**src/rtl/apb_master_if.sv**
```systemverilog
// Command/response port and APB bus of apb_master, bundled with a master view
// (the initiator) and a slave view (the local controller plus the completer).
interface apb_master_if #(
    parameter int WDATA = 8,
    parameter int WADDR = 8
);
    logic             i_req_valid;
    logic             o_req_ready;
    logic             i_req_write;
    logic [WADDR-1:0] i_req_addr;
    logic [WDATA-1:0] i_req_wdata;

    logic             o_rsp_valid;
    logic [WDATA-1:0] o_rsp_rdata;
    logic             o_rsp_err;
    logic             o_rsp_timeout;

    logic             o_PSEL;
    logic             o_PENABLE;
    logic             o_PWRITE;
    logic [WADDR-1:0] o_PADDR;
    logic [WDATA-1:0] o_PWDATA;
    logic             i_PREADY;
    logic             i_PSLVERR;
    logic [WDATA-1:0] i_PRDATA;

    modport master (
        input  i_req_valid, i_req_write, i_req_addr, i_req_wdata,
        input  i_PREADY, i_PSLVERR, i_PRDATA,
        output o_req_ready,
        output o_rsp_valid, o_rsp_rdata, o_rsp_err, o_rsp_timeout,
        output o_PSEL, o_PENABLE, o_PWRITE, o_PADDR, o_PWDATA
    );

    modport slave (
        output i_req_valid, i_req_write, i_req_addr, i_req_wdata,
        output i_PREADY, i_PSLVERR, i_PRDATA,
        input  o_req_ready,
        input  o_rsp_valid, o_rsp_rdata, o_rsp_err, o_rsp_timeout,
        input  o_PSEL, o_PENABLE, o_PWRITE, o_PADDR, o_PWDATA
    );
endinterface

```
**src/rtl/apb_master.sv**
```systemverilog
// Single-channel APB initiator: valid/ready commands become SETUP/ACCESS transfers,
// each answered by a one-cycle response pulse; optional PREADY timeout.
module apb_master #(
    parameter int WDATA   = 8,
    parameter int WADDR   = 8,
    parameter int TIMEOUT = 16
) (
    input  logic         i_PCLK,
    input  logic         i_PRESET,
    apb_master_if.master bus
);
    localparam int            CW      = (TIMEOUT > 0) ? $clog2(TIMEOUT + 1) : 1;
    localparam logic [CW-1:0] CNT_MAX = CW'(TIMEOUT);

    typedef enum logic [1:0] {
        IDLE   = 2'd0,
        SETUP  = 2'd1,
        ACCESS = 2'd2
    } state_e;

    state_e           state_q, state_d;
    logic [CW-1:0]    cnt_q, cnt_d;
    logic             psel_q, psel_d;
    logic             penable_q, penable_d;
    logic             pwrite_q, pwrite_d;
    logic [WADDR-1:0] paddr_q, paddr_d;
    logic [WDATA-1:0] pwdata_q, pwdata_d;
    logic             rsp_valid_q, rsp_valid_d;
    logic [WDATA-1:0] rsp_rdata_q, rsp_rdata_d;
    logic             rsp_err_q, rsp_err_d;
    logic             rsp_timeout_q, rsp_timeout_d;

    logic timeout_hit;
    logic xfer_end;
    logic req_ready;
    logic accept;

    // With TIMEOUT=0 the counter is pinned at 0 and the hit term is constant-false.
    assign timeout_hit = (TIMEOUT > 0) && (state_q == ACCESS) && !bus.i_PREADY
                         && (cnt_q == CNT_MAX);
    assign xfer_end    = (state_q == ACCESS) && (bus.i_PREADY || timeout_hit);
    assign req_ready   = (state_q == IDLE) || xfer_end;
    assign accept      = bus.i_req_valid && req_ready;

    always_comb begin
        // NOTE: every _d gets a default first so no path through the case leaves a latch.
        state_d       = state_q;
        cnt_d         = cnt_q;
        psel_d        = psel_q;
        penable_d     = penable_q;
        pwrite_d      = pwrite_q;
        paddr_d       = paddr_q;
        pwdata_d      = pwdata_q;
        rsp_valid_d   = 1'b0;
        rsp_rdata_d   = rsp_rdata_q;
        rsp_err_d     = rsp_err_q;
        rsp_timeout_d = rsp_timeout_q;

        case (state_q)
            IDLE: begin
                psel_d    = 1'b0;
                penable_d = 1'b0;
            end
            SETUP: begin
                state_d   = ACCESS;
                penable_d = 1'b1;
                cnt_d     = '0;
            end
            ACCESS: begin
                if (xfer_end) begin
                    rsp_valid_d   = 1'b1;
                    rsp_rdata_d   = (bus.i_PREADY && !pwrite_q) ? bus.i_PRDATA : '0;
                    rsp_err_d     = bus.i_PREADY ? bus.i_PSLVERR : 1'b1;
                    rsp_timeout_d = !bus.i_PREADY;
                    state_d       = IDLE;
                    psel_d        = 1'b0;
                    penable_d     = 1'b0;
                end else if (cnt_q != CNT_MAX) begin
                    cnt_d = cnt_q + 1'b1;
                end
            end
            default: begin
                state_d   = IDLE;
                psel_d    = 1'b0;
                penable_d = 1'b0;
            end
        endcase

        // Acceptance only happens in IDLE or in the last ACCESS cycle; both go to SETUP.
        if (accept) begin
            state_d   = SETUP;
            psel_d    = 1'b1;
            penable_d = 1'b0;
            pwrite_d  = bus.i_req_write;
            paddr_d   = bus.i_req_addr;
            pwdata_d  = bus.i_req_wdata;
        end
    end

    always_ff @(posedge i_PCLK) begin
        if (i_PRESET) begin
            state_q       <= IDLE;
            cnt_q         <= '0;
            psel_q        <= 1'b0;
            penable_q     <= 1'b0;
            pwrite_q      <= 1'b0;
            paddr_q       <= '0;
            pwdata_q      <= '0;
            rsp_valid_q   <= 1'b0;
            rsp_rdata_q   <= '0;
            rsp_err_q     <= 1'b0;
            rsp_timeout_q <= 1'b0;
        end else begin
            // NOTE: non-blocking so every register updates from the same pre-edge values.
            state_q       <= state_d;
            cnt_q         <= cnt_d;
            psel_q        <= psel_d;
            penable_q     <= penable_d;
            pwrite_q      <= pwrite_d;
            paddr_q       <= paddr_d;
            pwdata_q      <= pwdata_d;
            rsp_valid_q   <= rsp_valid_d;
            rsp_rdata_q   <= rsp_rdata_d;
            rsp_err_q     <= rsp_err_d;
            rsp_timeout_q <= rsp_timeout_d;
        end
    end

    assign bus.o_req_ready   = req_ready;
    assign bus.o_PSEL        = psel_q;
    assign bus.o_PENABLE     = penable_q;
    assign bus.o_PWRITE      = pwrite_q;
    assign bus.o_PADDR       = paddr_q;
    assign bus.o_PWDATA      = pwdata_q;
    assign bus.o_rsp_valid   = rsp_valid_q;
    assign bus.o_rsp_rdata   = rsp_rdata_q;
    assign bus.o_rsp_err     = rsp_err_q;
    assign bus.o_rsp_timeout = rsp_timeout_q;
endmodule

```
**src/flat_wrapper.sv**
```systemverilog
// flat-port wrapper written by rule: the top's interface ports become plain ports
module apb_master_flat 
#(
    parameter int WDATA   = 8,
    parameter int WADDR   = 8,
    parameter int TIMEOUT = 16
)
  (i_PCLK, i_PRESET, bus_i_req_valid, bus_i_req_write, bus_i_req_addr, bus_i_req_wdata, bus_i_PREADY, bus_i_PSLVERR, bus_i_PRDATA, bus_o_req_ready, bus_o_rsp_valid, bus_o_rsp_rdata, bus_o_rsp_err, bus_o_rsp_timeout, bus_o_PSEL, bus_o_PENABLE, bus_o_PWRITE, bus_o_PADDR, bus_o_PWDATA);
  apb_master_if #(.WDATA(WDATA), .WADDR(WADDR)) bus_i ();
  input  logic i_PCLK;
  input  logic i_PRESET;
  input wire logic [$bits(bus_i.i_req_valid)-1:0] bus_i_req_valid;
  input wire logic [$bits(bus_i.i_req_write)-1:0] bus_i_req_write;
  input wire logic [$bits(bus_i.i_req_addr)-1:0] bus_i_req_addr;
  input wire logic [$bits(bus_i.i_req_wdata)-1:0] bus_i_req_wdata;
  input wire logic [$bits(bus_i.i_PREADY)-1:0] bus_i_PREADY;
  input wire logic [$bits(bus_i.i_PSLVERR)-1:0] bus_i_PSLVERR;
  input wire logic [$bits(bus_i.i_PRDATA)-1:0] bus_i_PRDATA;
  output wire logic [$bits(bus_i.o_req_ready)-1:0] bus_o_req_ready;
  output wire logic [$bits(bus_i.o_rsp_valid)-1:0] bus_o_rsp_valid;
  output wire logic [$bits(bus_i.o_rsp_rdata)-1:0] bus_o_rsp_rdata;
  output wire logic [$bits(bus_i.o_rsp_err)-1:0] bus_o_rsp_err;
  output wire logic [$bits(bus_i.o_rsp_timeout)-1:0] bus_o_rsp_timeout;
  output wire logic [$bits(bus_i.o_PSEL)-1:0] bus_o_PSEL;
  output wire logic [$bits(bus_i.o_PENABLE)-1:0] bus_o_PENABLE;
  output wire logic [$bits(bus_i.o_PWRITE)-1:0] bus_o_PWRITE;
  output wire logic [$bits(bus_i.o_PADDR)-1:0] bus_o_PADDR;
  output wire logic [$bits(bus_i.o_PWDATA)-1:0] bus_o_PWDATA;
  assign bus_i.i_req_valid = bus_i_req_valid;
  assign bus_i.i_req_write = bus_i_req_write;
  assign bus_i.i_req_addr = bus_i_req_addr;
  assign bus_i.i_req_wdata = bus_i_req_wdata;
  assign bus_i.i_PREADY = bus_i_PREADY;
  assign bus_i.i_PSLVERR = bus_i_PSLVERR;
  assign bus_i.i_PRDATA = bus_i_PRDATA;
  assign bus_o_req_ready = bus_i.o_req_ready;
  assign bus_o_rsp_valid = bus_i.o_rsp_valid;
  assign bus_o_rsp_rdata = bus_i.o_rsp_rdata;
  assign bus_o_rsp_err = bus_i.o_rsp_err;
  assign bus_o_rsp_timeout = bus_i.o_rsp_timeout;
  assign bus_o_PSEL = bus_i.o_PSEL;
  assign bus_o_PENABLE = bus_i.o_PENABLE;
  assign bus_o_PWRITE = bus_i.o_PWRITE;
  assign bus_o_PADDR = bus_i.o_PADDR;
  assign bus_o_PWDATA = bus_i.o_PWDATA;
  apb_master #(.WDATA(WDATA), .WADDR(WADDR), .TIMEOUT(TIMEOUT)) u_core (.i_PCLK(i_PCLK), .i_PRESET(i_PRESET), .bus(bus_i));
endmodule
```
**config.mk**
```make
export PLATFORM = sky130hd
export DESIGN_NAME = apb_master_flat
export DESIGN_NICKNAME = d
export VERILOG_FILES = /design/src/rtl/apb_master_if.sv /design/src/rtl/apb_master.sv /design/src/flat_wrapper.sv
export SDC_FILE = /design/constraint.sdc
export NUM_CORES = 1
export LEC_CHECK = 0
export BUFFER_PORTS_ARGS = -buffer_cell sky130_fd_sc_hd__buf_2
export CORE_MARGIN = 2
export CORE_UTILIZATION = 52
export CTS_CLUSTER_SIZE = 16
export DETAILED_ROUTE_END_ITERATION = 16
export PLACE_DENSITY = 0.81
export SLEW_MARGIN = 10
export SYNTH_ARGS = -nofsm -noshare
export SYNTH_HDL_FRONTEND = slang
export SYNTH_SLANG_ARGS = --single-unit
```
**constraint.sdc**
```tcl
create_clock -name i_PCLK -period 4.1 [get_ports i_PCLK]
set_clock_uncertainty 0.05 [all_clocks]
set_input_delay 0.82 -clock i_PCLK [delete_from_list [all_inputs] [get_ports i_PCLK]]
set_output_delay 0.82 -clock i_PCLK [all_outputs]
set_load 0.03 [all_outputs]
```
==> impl_metrics.yaml, run 1 <==
clocking:
  clk_pin_slew_ps: 130
  cts_buffer_depth: 2
  hold_buffers: 0
  cts_sinks: 37
  worstSkewPairLatency_ps: 350
  postCtsSetupBuffers: 0
  cts_buffers: 5
  htreeDepth: 2
  cts_resized: 0
  tritoncts: "done"
  root_buffer: "clkbuf_4"
pwr:
  p_clk_share_pct: 30.6
  p_sw_mw: 0.2567
  seqPwrFrac_pct: 47.5
  power.density_nw_per_um2: 422.4
  p_int_mw: 0.5800
  finalPower_mw: 0.8367
  power_frac_comb_pct: 21.9
  vdd_drop_max_mv: 0.2505
  p_leak_nw: 0.9142
  swShare_pct: 30.68
worst_setup_path:
  cpMaxStageDelayCell: "o21ai_2"
  cp-end-kind: "output port"
  crit_family: "compound AO/OA/AOI/OAI gates"
  critPathLaunch: "u_core.cnt_q[0]"
  path_cells: "inv_1 > ha_1 > and4bb_2 > o21ai_2 > nand2b_1 > buf_2"
  startpoint_type: "flip-flop"
  timing.rr.end: "u_core.bus.o_PWDATA[5]"
  crit_buf_inv: 2
  required_ps: 3230
  r2r_cells: 6
  reg2reg_from: "u_core.cnt_q[0]"
  critPathMaxStageDelay_ps: 440
  critPathArrivalTime_ps: 2010
  crit_type: "flip-flop to output port"
  crit_path_max_fanout: 13
  r2r_slack_ps: 2290
die:
  die_h_um: 59.76
  coreArea_um2: 3003
  die_w_um: 59.76
  rows: 20
  dieArea_um2: 3571
  initial_core_util_pct: 53.83
  ios: 61
placed_design:
  dp.final_hpwl_um: 2324
  place_inst: 254
  gp_congestion: 0.8492
  port_buffers: 60
drt:
  drt_iter0_drc: 62
  routed_wl_um: 3173
  drt-wirelength-per-cell_um: 12.11
  vias: 1395
  viasPerCell: 5.324
  firstDrtPassIters: 4
  ant_nets: 0
  drc: 0
yosys:
  avgSynthCellArea_um2: 9.509
  synth-seq-area-share_pct: 45.82
  synthesis.nets: 205
  synth.distinct_cells: 34
  synth-seq-cells: 37
  synth_edf_count: 0
  yosys.area.top_type: "dfxtp_1"
  syn_inst: 170
  synthArstFlopShare_pct: 0
  synth_top_area_share_pct: 45.82
  synthFlopType: "dfxtp_1"
  ys_warn_count: 0
  synthTopCellsByArea: "dfxtp_1, mux2i_1, nand2_1"
  synth_area_um2: 1617
cells_and_area:
  num_antenna_cells: 0
  area_delta_synth_final_pct: 22.52
  drive_gt1_share_pct: 32.75
  instances_no_fill: 262
  most-common-layout-cells: "buf_2, nand2_1, dfxtp_1"
  final_common_cell: "buf_2"
  fin_nets: 263
sta:
  rsz0062_at_grt: "no"
  max_freq_mhz: 347.1
  fin_crit_sh_pct: 70.27
  finalSetupTns_ps: 0
  holdWs_ps: 409.1
  tightestPinTransition_ps: 618.2
  finalHoldViolCount: 0
  min_period_ps: 2881
  slew_violations: 0
  setup_violations: 0
  relSlewSlack_pct: 58.74
grt:
  grt_pass1_vias: 1305
  grt_start_max_net_pins: 27
  gr-total-overflow: 0
  grt_pass1_wl_um: 5423
  antenna_found_initial: 0
  globalRouteTotalUtil_pct: 20.06
min_path:
  hold_depth: 2
  hold_path_end: "u_core.bus.o_PADDR[6]"
  hold_path.class: "flip-flop to flip-flop"
  hp-start: "u_core.bus.o_PADDR[6]"
run_status:
  run_status: "finished, final reports clean"
job:
  drv_cap: 0
-- area by class of cell --
class,count,area (um^2)
fill,270,1022
multi-input combinational,116,779.5
sequential,37,740.7
timing repair buffer,62,315.3
clock inverter,3,43.79
tap,33,41.29
clock buffer,5,37.54
inverter,6,22.52
-- flip-flops by register name (all words and copies together) (netlist names) --
register	flops
u_core.bus.o_PADDR	8
u_core.bus.o_PENABLE	1
u_core.bus.o_PSEL	1
u_core.bus.o_PWDATA	8
u_core.bus.o_PWRITE	1
u_core.bus.o_rsp_err	1
u_core.bus.o_rsp_rdata	8
u_core.bus.o_rsp_timeout	1
u_core.bus.o_rsp_valid	1
u_core.cnt_q	5
u_core.state_q	2
-- worst min-delay path: stages (launching register included) --
cell and delay [ps]:
dfxtp_1 320, nand2_1 50, mux2i_1 50
-- layer usage --
layer | global-route usage, % | up-vias | wire length, um
met5 | 0 | - | 0
met3 | 5.195 | 5 | 169
met1 | 24.60 | 634 | 1451
met4 | 10.79 | 0 | 24
met2 | 31.99 | 43 | 1527
li1 | - | 713 | -
-- synthesized netlist by cell type (2+ instances only) --
master	n
nand2b_1	3
or4_1	2
a32o_1	9
buf_2	2
nor2_1	4
a311oi_1	2
a211oi_1	2
inv_1	6
mux2i_1	17
nand2_1	42
ha_1	5
nand4b_1	2
a21oi_1	6
o21ai_0	3
dfxtp_1	37
o31ai_1	3
buf_6	4
clkbuf_1	5
-- cell families after synthesis --
| family | count (synthesis) | synth area share (%) |
|---|---|---|
| compound gates | 31 | 14.86 |
| fa+ha+maj | 5 | 3.870 |
| buf+inv | 17 | 5.960 |
| flops | 37 | 45.82 |
| mux | 17 | 10.53 |
| simple gates | 63 | 18.96 |
-- per-stage QoR --
| step | cell area, um^2 | setup WS [ps] | util, % |
|---|---|---|---|
| 3_3_place_gp | 1899 | 1512 | 63.25 |
| 6_report | 1981 | 1219 | 65.96 |
| 4_1_cts | 1981 | 1221 | 65.96 |
| 3_5_place_dp | 1899 | 1526 | 63.25 |
| 2_1_floorplan | 1617 | 1983 | - |
| 5_1_grt | 1981 | 1072 | 65.96 |
-- power by group through the flow --
stage	sequential (mW)	combinational, mW	clock [mW]
after global routing	0.401	0.198	0.275
final	0.398	0.183	0.256
after global placement	0.405	0.182	0
after floorplan	0.450	0.0925	0
after detailed placement	0.405	0.184	0
after CTS	0.398	0.184	0.261
-- how the worst max path moves through the flow --
stage | to | slack [ps] | cells after the start
finish | bus_o_req_ready | 1220 | 6
global route | bus_o_req_ready | 1070 | 6
CTS | bus_o_req_ready | 1220 | 6
detailed placement | bus_o_req_ready | 1530 | 4
global placement | bus_o_req_ready | 1510 | 4
floorplan | bus_o_req_ready | 1980 | 5
No activity file was read; power rests on OpenSTA's default activity.
==> inputs of run 2 (changes only) <==
ABC_AREA = 1   (was default)
CORE_UTILIZATION = 49   (was 52)
PLACE_DENSITY = 0.76   (was 0.81)
clock period = 3 ns   (was 4.1 ns; I/O delays follow)
==> impl_metrics.yaml, run 2 <==
sta:
  relSlewSlack_pct: 60.77
  slew_violations: 0
  max_freq_mhz: 401.6
  rsz0062_at_grt: "no"
  min_period_ps: 2490
  finalSetupTns_ps: 0
  fin_crit_sh_pct: 82.99
  finalHoldViolCount: 0
  setup_violations: 0
  tightestPinTransition_ps: 588.4
worst_setup_path:
  critPathMaxStageDelay_ps: 340
  cp.depth: 9
  r2r_cells: 12
  critPathLaunch: "u_core.state_q[0]"
  cpMaxStageDelayCell: "dfxtp_1"
  crit_type: "flip-flop to output port"
  cp-end-kind: "output port"
  startpoint_type: "flip-flop"
  reg2reg_from: "u_core.state_q[0]"
  crit_buf_inv: 3
  required_ps: 2350
  path_cells: "inv_1 > ha_1 > nand2_1 > inv_1 > nand3_1 > nand2_1 > nand2_2 > nand2_4 > buf_2"
  crit_family: "simple AND/OR/NAND/NOR gates"
  critPathArrivalTime_ps: 1840
  crit_path_max_fanout: 14
drt:
  drc: 0
  ant_nets: 0
  routed_wl_um: 3507
  drt-wirelength-per-cell_um: 10.47
  viasPerCell: 4.734
  vias: 1586
  drt_iter0_drc: 63
  firstDrtPassIters: 4
min_path:
  hp-start: "u_core.bus.o_rsp_timeout"
  hold_depth: 2
  hold_path.class: "flip-flop to flip-flop"
cells_and_area:
  utilization_pct: 61.04
  fin_nets: 325
  most-common-layout-cells: "buf_2, nand2_1, dfxtp_1"
  num_antenna_cells: 0
  drive_gt1_share_pct: 24.91
  final_common_cell: "buf_2"
  area_delta_synth_final_pct: 20.16
die:
  die_h_um: 62.58
  dieArea_um2: 3916
  rows: 21
  initial_core_util_pct: 50.79
  coreArea_um2: 3311
  ios: 61
  die_w_um: 62.58
placed_design:
  port_buffers: 60
  gp_congestion: 0.8598
  dp.final_hpwl_um: 2485
clocking:
  worstSkewPairLatency_ps: 340
  cts_buffers: 5
  hold_buffers: 0
  root_buffer: "clkbuf_4"
  cts_resized: 0
  clk_pin_slew_ps: 100
  postCtsSetupBuffers: 0
  tritoncts: "done"
  htreeDepth: 2
  cts_buffer_depth: 2
  cts_sinks: 37
yosys:
  synthTopCellsByArea: "dfxtp_1, nand2_1, nand3_1"
  avgSynthCellArea_um2: 7.217
  synth_top_area_share_pct: 44.05
  yosys.area.top_type: "dfxtp_1"
  synthesis.nets: 268
  syn_inst: 233
  synth-seq-cells: 37
  ys_warn_count: 0
  synthArstFlopShare_pct: 0
  synth.distinct_cells: 20
  synth.most_common_cell: "nand2_1"
  synthFlopType: "dfxtp_1"
  ys_top_cells_by_count: "nand2_1, dfxtp_1, inv_1, nand3_1, a21oi_1"
  synth_area_um2: 1682
  synth-seq-area-share_pct: 44.05
  synth_edf_count: 0
pwr:
  power.density_nw_per_um2: 480.8
  vdd_drop_max_mv: 0.3038
  p_leak_nw: 1.061
grt:
  gr-total-overflow: 0
  globalRouteTotalUtil_pct: 19.24
  antenna_found_initial: 0
  grt_pass1_wl_um: 5927
  grt_pass1_vias: 1345
  grt_start_max_net_pins: 37
job:
  drv_cap: 0
run_status:
  run_status: "finished, final reports clean"
-- run 2: cell types whose count changed after synthesis, sizes merged, moves of 4 or more --
cell | previous run | this run
a21oi | 7 | 26
a32o | 9 | 0
inv | 6 | 34
mux2i | 17 | 0
nand2 | 42 | 46
nand3 | 1 | 31
nand4 | 0 | 4
nor2 | 4 | 23
o21ai | 4 | 11
-- run 2: path summary, 6_finish.rpt --
check,endpoint,slack [ps]
hold / removal,u_core.bus.o_rsp_timeout,430
setup reg to reg,u_core.state_q[1],920
setup / recovery,bus_o_req_ready,510
hold reg to reg,u_core.bus.o_rsp_timeout,430
-- run 2: per-layer routing --
metal  wire length, um  vias up  track usage [%]
met3               161        6            6.486
met2              1680       39            30.78
met4                72        0            10.00
li1                  -      849                -
met1              1592      692            22.88
met5                 0        -                0
-- run 2: cell families (layout without fill, tap and decap cells) --
kind of cell               count (synthesis)  count (layout)  synth area share (%)
DFF                                       37              37                 44.05
buffers and inverters                     46             102                 12.13
xor gates and xnor gates                   3               3                 1.563
adders and majority gates                  5               5                 3.720
AOI/OAI and AO/OA                         37              37                 11.24
and+or+nand+nor                          105             105                 27.31
-- run 2: area by class of cell --
cell class                      instances  area [um^2]
Clock buffer                            5        37.54
Fill cell                             331         1290
Sequential cell                        37        740.7
Tap cell                               46        57.56
Timing Repair Buffer                   62        315.3
Inverter                               34        127.6
Clock inverter                          1        5.005
Multi-Input combinational cell        150        737.0
-- run 2: tightest hold or removal path: cells and delay by family, from the launching register on --
family | cells | cell delay, ps
DFF | 1 | 330
and+or+nand+nor | 1 | 60
AOI/OAI and AO/OA | 1 | 50
-- run 2: through the flow --
stage	setup WS [ps]	total power, mW	hold WS (ps)	cells	area [um^2]
final	510.2	0.9716	425.0	335	2021
after global routing	323.6	1.039	434.8	335	2021
after CTS	497.4	0.9830	418.6	335	2021
after detailed placement	896.1	0.7510	408.6	329	1978
after global placement	947.1	0.7488	406.9	329	1978
after floorplan	1115	0.6998	400.3	233	1682
-- run 2: where the power goes --
part / leakage (nW) / switching [mW] / total, mW / internal (mW)
clock: 0.0269 / 0.152 / 0.233 / 0.0812
sequential: 0.303 / 0.0131 / 0.530 / 0.517
combinational: 0.732 / 0.140 / 0.208 / 0.0681
total: 1.06 / 0.305 / 0.972 / 0.667
